==> config.mk <==
export PLATFORM = sky130hd
export DESIGN_NAME = demux4_stream
export DESIGN_NICKNAME = d
export VERILOG_FILES = /design/src/rtl/demux4_stream_pkg.sv /design/src/rtl/demux4_chan_buf.sv /design/src/rtl/demux4_stream.sv
export SDC_FILE = /design/constraint.sdc
export NUM_CORES = 1
export LEC_CHECK = 0
export ABC_CLOCK_PERIOD_IN_PS = 3150
export CAP_MARGIN = 20
export CORE_UTILIZATION = 46
export DETAILED_ROUTE_END_ITERATION = 12
export PLACE_DENSITY = 0.81
export SLEW_MARGIN = 10
export SYNTH_ARGS = -nofsm -noshare
export SYNTH_HDL_FRONTEND = slang
export SYNTH_HIERARCHICAL = 1
export SYNTH_SLANG_ARGS = --single-unit
export TNS_END_PERCENT = 1
==> constraint.sdc <==
create_clock -name clk -period 3.15 [get_ports clk]
set_input_delay 0.315 -clock clk [delete_from_list [all_inputs] [get_ports clk]]
set_output_delay 0.315 -clock clk [all_outputs]
set_load 0.01 [all_outputs]
==> src/rtl/demux4_stream_pkg.sv <==
// Shared constants and types for the demux4_stream 1-to-4 stream demultiplexer.
// Build with DEMUX4_CNT_EN defined to add per-channel delivery counters.
package demux4_stream_pkg;

    localparam int NUM_CH = 4;
    localparam int SEL_W  = 2;
    localparam int CNT_W  = 8;

    localparam logic [SEL_W-1:0] CH0 = 2'b00;
    localparam logic [SEL_W-1:0] CH1 = 2'b01;
    localparam logic [SEL_W-1:0] CH2 = 2'b10;
    localparam logic [SEL_W-1:0] CH3 = 2'b11;

    typedef enum logic {
        EMPTY = 1'b0,
        FULL  = 1'b1
    } buf_state_t;

    function automatic logic [NUM_CH-1:0] sel_onehot(
        input logic [SEL_W-1:0] sel
    );
        return NUM_CH'(1) << sel;
    endfunction

endpackage

==> src/rtl/demux4_chan_buf.sv <==
// One output channel: single-entry holding buffer with load/drain control.
// DEMUX4_CNT_EN adds a wrapping count of completed output handshakes.
module demux4_chan_buf
    import demux4_stream_pkg::*;
#(
    parameter int W = 8
) (
    input  logic             clk,
    input  logic             rst_n,
    input  logic             load,
    input  logic [W-1:0]     d,
    input  logic             ready,
    output logic             valid,
    output logic [W-1:0]     data
`ifdef DEMUX4_CNT_EN
    ,
    output logic [CNT_W-1:0] cnt
`endif
);

    buf_state_t state;

    assign valid = (state == FULL);

    // A load while FULL overwrites in place, so a same-cycle drain costs no bubble.
    always_ff @(posedge clk) begin
        if (!rst_n) begin
            state <= EMPTY;
            data  <= '0;
        end else begin
            unique case (state)
                EMPTY: begin
                    if (load) begin
                        state <= FULL;
                        data  <= d;
                    end
                end
                FULL: begin
                    if (load) begin
                        data <= d;
                    end else if (ready) begin
                        state <= EMPTY;
                    end
                end
                default: state <= EMPTY;
            endcase
        end
    end

`ifdef DEMUX4_CNT_EN
    always_ff @(posedge clk) begin
        if (!rst_n) begin
            cnt <= '0;
        end else if (valid && ready) begin
            cnt <= cnt + CNT_W'(1);
        end
    end
`endif

endmodule

==> src/rtl/demux4_stream.sv <==
// Registered 1-to-4 stream demultiplexer: select decode and in_ready mux only.
// DEMUX4_CNT_EN exposes per-channel delivery counters cnt0..cnt3.
module demux4_stream
    import demux4_stream_pkg::*;
#(
    parameter int W = 8
) (
    input  logic              clk,
    input  logic              rst_n,
    input  logic              in_valid,
    output logic              in_ready,
    input  logic              s1,
    input  logic              s0,
    input  logic [W-1:0]      d,
    output logic [W-1:0]      o0,
    output logic [W-1:0]      o1,
    output logic [W-1:0]      o2,
    output logic [W-1:0]      o3,
    output logic [NUM_CH-1:0] o_valid,
    input  logic [NUM_CH-1:0] o_ready
`ifdef DEMUX4_CNT_EN
    ,
    output logic [CNT_W-1:0]  cnt0,
    output logic [CNT_W-1:0]  cnt1,
    output logic [CNT_W-1:0]  cnt2,
    output logic [CNT_W-1:0]  cnt3
`endif
);

    logic [SEL_W-1:0]  sel;
    logic [NUM_CH-1:0] load;
    logic [W-1:0]      data [NUM_CH];
`ifdef DEMUX4_CNT_EN
    logic [CNT_W-1:0]  cnt [NUM_CH];
`endif

    assign sel = {s1, s0};

    // Only the targeted channel gates acceptance; no bypass around a stalled one.
    assign in_ready = !o_valid[sel] || o_ready[sel];
    assign load = (in_valid && in_ready) ? sel_onehot(sel) : '0;

    for (genvar j = 0; j < NUM_CH; j++) begin : g_ch
        demux4_chan_buf #(
            .W(W)
        ) u_buf (
            .clk   (clk),
            .rst_n (rst_n),
            .load  (load[j]),
            .d     (d),
            .ready (o_ready[j]),
            .valid (o_valid[j]),
            .data  (data[j])
`ifdef DEMUX4_CNT_EN
            ,
            .cnt   (cnt[j])
`endif
        );
    end

    assign o0 = data[CH0];
    assign o1 = data[CH1];
    assign o2 = data[CH2];
    assign o3 = data[CH3];

`ifdef DEMUX4_CNT_EN
    assign cnt0 = cnt[CH0];
    assign cnt1 = cnt[CH1];
    assign cnt2 = cnt[CH2];
    assign cnt3 = cnt[CH3];
`endif

endmodule

### Word level (Yosys, flattened, before mapping)

Cells that the tools add are included.
W data, S select, Z words.

| word-level totals | value |
|---|---|
| flip-flop bits (word level) | 36 |

| cells by class | value |
|---|---|
| shift operators | 1 |
| bitwise logic cells | 4 |
| $lt $le $gt $ge | 1 |
| reduce and logical (&&, ||, !) cells | 3 |
| muxes and demuxes | 25 |

Operator list:

| cell | count |
|---|---|
| $mux W8 | 4 |
| $mux W1 | 14 |
| $pmux W1 S2 | 4 |
| $bmux W1 S2 | 2 |
| $mux W4 | 1 |
| $not A1 Y1 | 4 |
| $shl A1 B2 Y4 const A | 1 |
| $lt A2 B3 Y1 const B | 1 |
| $logic_and A1 B1 Y1 | 1 |
| $logic_not A1 Y1 | 1 |
| $logic_or A1 B1 Y1 | 1 |

### Logic depth before layout (Yosys ltp)

| depth | value |
|---|---|
| word-level depth | 8 |
| gate-level depth with buffers | 5 |
| mapped depth without buffers | 4 |

### Modules after synthesis

The synthesis kept the hierarchy.

Modules (own cells, without submodules):

| module | instances | area each (µm²) | cells each | sequential area each (µm²) |
|---|---|---|---|---|
| demux4_chan_buf | 4 | 335.3 | 28 | 180.2 |
| demux4_stream | 1 | 101.3 | 9 | 0.0 |

### Worst setup path before layout

OpenSTA, ideal clock, no wires.

| path | value |
|---|---|
| path kind | register to output |
| from | register g_ch[3].u_buf.state |
| to | output in_ready |
| data required time | 2,835 ps |
| arrival | 959 ps |
| cell stages (with the launch flop) | 3 |
| path slack | 1,876 ps |
| cell sequence | dfxtp_1 nand2b_4 mux4_2 |

| on the way | value |
|---|---|
| word-level cells in the longest chain between the ends | 4 |

Ends and longest elaborated chain:

| item | RTL line | source |
|---|---|---|
| start, declared | demux4_chan_buf.sv:21 | `buf_state_t state;` |
| start signal, assigned | demux4_chan_buf.sv:28 | `state <= EMPTY;` |
| start signal, assigned | demux4_chan_buf.sv:34 | `state <= FULL;` |
| start signal, assigned | demux4_chan_buf.sv:42 | `state <= EMPTY;` |
| $bmux W1 S2 | demux4_stream.sv:40 | `assign in_ready = !o_valid[sel] \|\| o_ready[sel];` |
| $mux W1 (not written as such) | demux4_stream.sv:40 |  |
| $logic_not A1 Y1 | demux4_stream.sv:40 |  |
| $logic_or A1 B1 Y1 | demux4_stream.sv:40 |  |
| end, declared | demux4_stream.sv:11 | `output logic in_ready,` |

Every way passes these cells. The select of a mux whose other input is x is not followed.

### Worst setup path after layout

| path | value |
|---|---|
| from | input s0 |
| to | output in_ready |

| on the way | value |
|---|---|
| word-level cells in the longest chain between the ends | 4 |

Ends and longest elaborated chain:

| item | RTL line | source |
|---|---|---|
| start, declared | demux4_stream.sv:13 | `input logic s0,` |
| $bmux W1 S2 | demux4_stream.sv:40 |  |
| $mux W1 (not written as such) | demux4_stream.sv:40 |  |
| $logic_not A1 Y1 | demux4_stream.sv:40 |  |
| $logic_or A1 B1 Y1 (*) | demux4_stream.sv:40 |  |

Mark *: on every way between the ends. The rest lies on a longest branch, timed or not. The select of a mux whose other input is x is not followed.

==> metrics <==
outcome=finished with violations; failing checks=DRC; crit path max-delay cell type=clkdlybuf4s50_1; Fmax=443 MHz; hold_buf cts=0; # clock sinks=36; Post-DP HPWL=2.08 mm; Place WS=0.896 ns; clock slew at reported path FFs=0.10 ns; first-pass GRT wire length=4.97 mm; Yosys warning total=6; max-cap viol count=0; arrival time worst endpoint=1.94 ns; Sw Pwr=201 uW; antenna violations before repair=0; setup ws final=0.893 ns; Antenna Nets Post-Route=0; I/O pins=54; part of the power in registers=0.550; GRT Total Usage=0.200; first-iteration detailed-routing DRC count=20; Slew headroom=0.357; post-DR wirelength/cell=14.7 um; Core Box Area=around 2900 um^2; Final period util=0.717; critical path class=input pin to output pin; Cell variety after synth=11; total congestion overflow=0; via/cell ratio=5.01; synthesized net count=around 140; root buf cell=clkbuf_4; Comb power frac=0.140; WP data required=2.83 ns; critical path cell sequence=clkdlybuf4s50_1, mux4_2, clkdlybuf4s50_1; IO buf count=53; post-synthesis cell count=approximately 120; final std cells w/o fill=around 210; Die ar.=3360 um^2; RSZ-0062 raised after global routing=no; Area Overhead vs Synth=41.9%; worst slew pin tran=about 0.96 ns; DR vias=1042; gpl congestion=a little under 0.8; Power per Cell Area=426 nW/um^2; CP Capture Type=output pin; worst path bufs/invs=2; Placed Cells=201; row count=19; TritonCTS clock tree=yes; Nets=194; Total Power=872 uW; initial core utilization=0.506; Critical Path Start Type=input pin; most frequent cells in the layout=clkdlybuf4s50_1, nor2b_1, dfxtp_1; Seq/Total Area, Yosys=0.500; Top delay family on crit path=buffers and inverters; leakage=0.705 nW; clock buffer count from CTS=5; Setup TNS Final=0 ns; Final Hold Fails=0; fillers=218; Synth Register Bits=36; Clk Latency, worst-skew pair=0.34 ns; Internal=671 uW; final max-slew violation count=0; Clock Power Share=0.309; Post CTS Setup Buffer Count=0; worst-case clock buffer depth=2; Min-Delay Path Class=flip-flop to flip-flop; most frequent CP cell=clkdlybuf4s50_1; DRT Pass-1 Iters=8; r2r setup slk=1.53 ns; fin util=0.718; Die H=58 um; Post-Route WL=just over 3 mm; peak supply drop=approximately 0.26 mV; crit path max fanout=5; clock skew=0.00347 ns; Final Critical Period=2.26 ns; # diodes=0; share of layout cells above drive strength 1=0.0621; Avg Synthesized Cell Area=11.9 um^2; Net Sw Frac=0.230; Residual DRC=5; Die Wd=58 um; CTS H-Tree Depth=2; cts repair resizes=0; vias in the first global route=approximately 1100; slowest stage delay, CP=0.60 ns; Finish-stage setup viols=0; commonest non-fill, non-tap cell in the layout=clkdlybuf4s50_1; synthesized area=between 1000 and 1500 um^2; largest net degree at the start of global routing=37
metrics by stage:
step / hold slack (ns) / instance area, um^2
final: 0.520 / 2050
after global placement: 0.496 / 1980
after CTS: 0.527 / 2050
after floorplan: 0.433 / 1440
after detailed placement: 0.503 / 1980
after global routing: 0.551 / 2050
synth_stat cells:
| cell type | n | area (um^2) |
|---|---|---|
| dfxtp_1 | 36 | 721 |
| nor4bb_1 | 1 | 10.0 |
| nand2b_1 | 2 | 12.5 |
| and4b_1 | 2 | 20.0 |
| buf_6 | 4 | 45.0 |
| o21a_1 | 4 | 30.0 |
| and4_1 | 1 | 8.76 |
| nor2b_1 | 36 | 225 |
| nand2b_4 | 2 | 27.5 |
| mux2i_1 | 32 | 320 |
| mux4_2 | 1 | 22.5 |
power groups by stage:
stage               combinational (mW)  sequential (mW)  clock [mW]
floorplan                       0.0473            0.497           0
global placement                 0.120            0.489           0
detailed placement               0.122            0.490           0
CTS                              0.123            0.480       0.277
global route                     0.131            0.482       0.297
finish                           0.122            0.480       0.270
worst min-delay path: cells and delay by family (launching register included):
kind             cells  cell delay, ns
multiplexers         1            0.06
AND/OR/NAND/NOR      1            0.09
flip-flops           1            0.34
worst paths after layout:
path | from | end | cells past startpoint
max | s0 | in_ready | 3
min | g_ch[3].u_buf/data[7] | g_ch[3].u_buf/data[7] | 2
max reg2reg | g_ch[0].u_buf/valid | g_ch[0].u_buf/data[1] | 4
min reg2reg | g_ch[3].u_buf/data[7] | g_ch[3].u_buf/data[7] | 2
metal layers:
layer | vias to the layer above | global-route usage | part of all wire
met5 | - | 0 | 0
met4 | 0 | 0.0714 | 0.011
met3 | 5 | 0.0826 | 0.087
met2 | 45 | 0.307 | 0.43
met1 | 474 | 0.255 | 0.47
li1 | 518 | - | -
logic make-up after synthesis:
group | Yosys count | synth area share
AND/OR/NAND/NOR | 44 | 0.211
flip-flops | 36 | 0.500
multiplexers | 33 | 0.238
AO/OA/AOI/OAI | 4 | 0.0208
buffers and inverters | 4 | 0.0312
registers in the layout, indices dropped and copies added (netlist names):
name              flops
g_ch.u_buf/data      32
g_ch.u_buf/valid      4
layout make-up:
class | instances | area [um^2] | share of cell area
Sequential cell | 36 | 721 | 0.352
Tap cell | 31 | 38.8 | 0.0189
Timing Repair Buffer | 53 | 531 | 0.259
Clock buffer | 7 | 65.1 | 0.0318
Multi-Input combinational cell | 81 | 692 | 0.338
No activity file was read; power rests on OpenSTA's default activity.
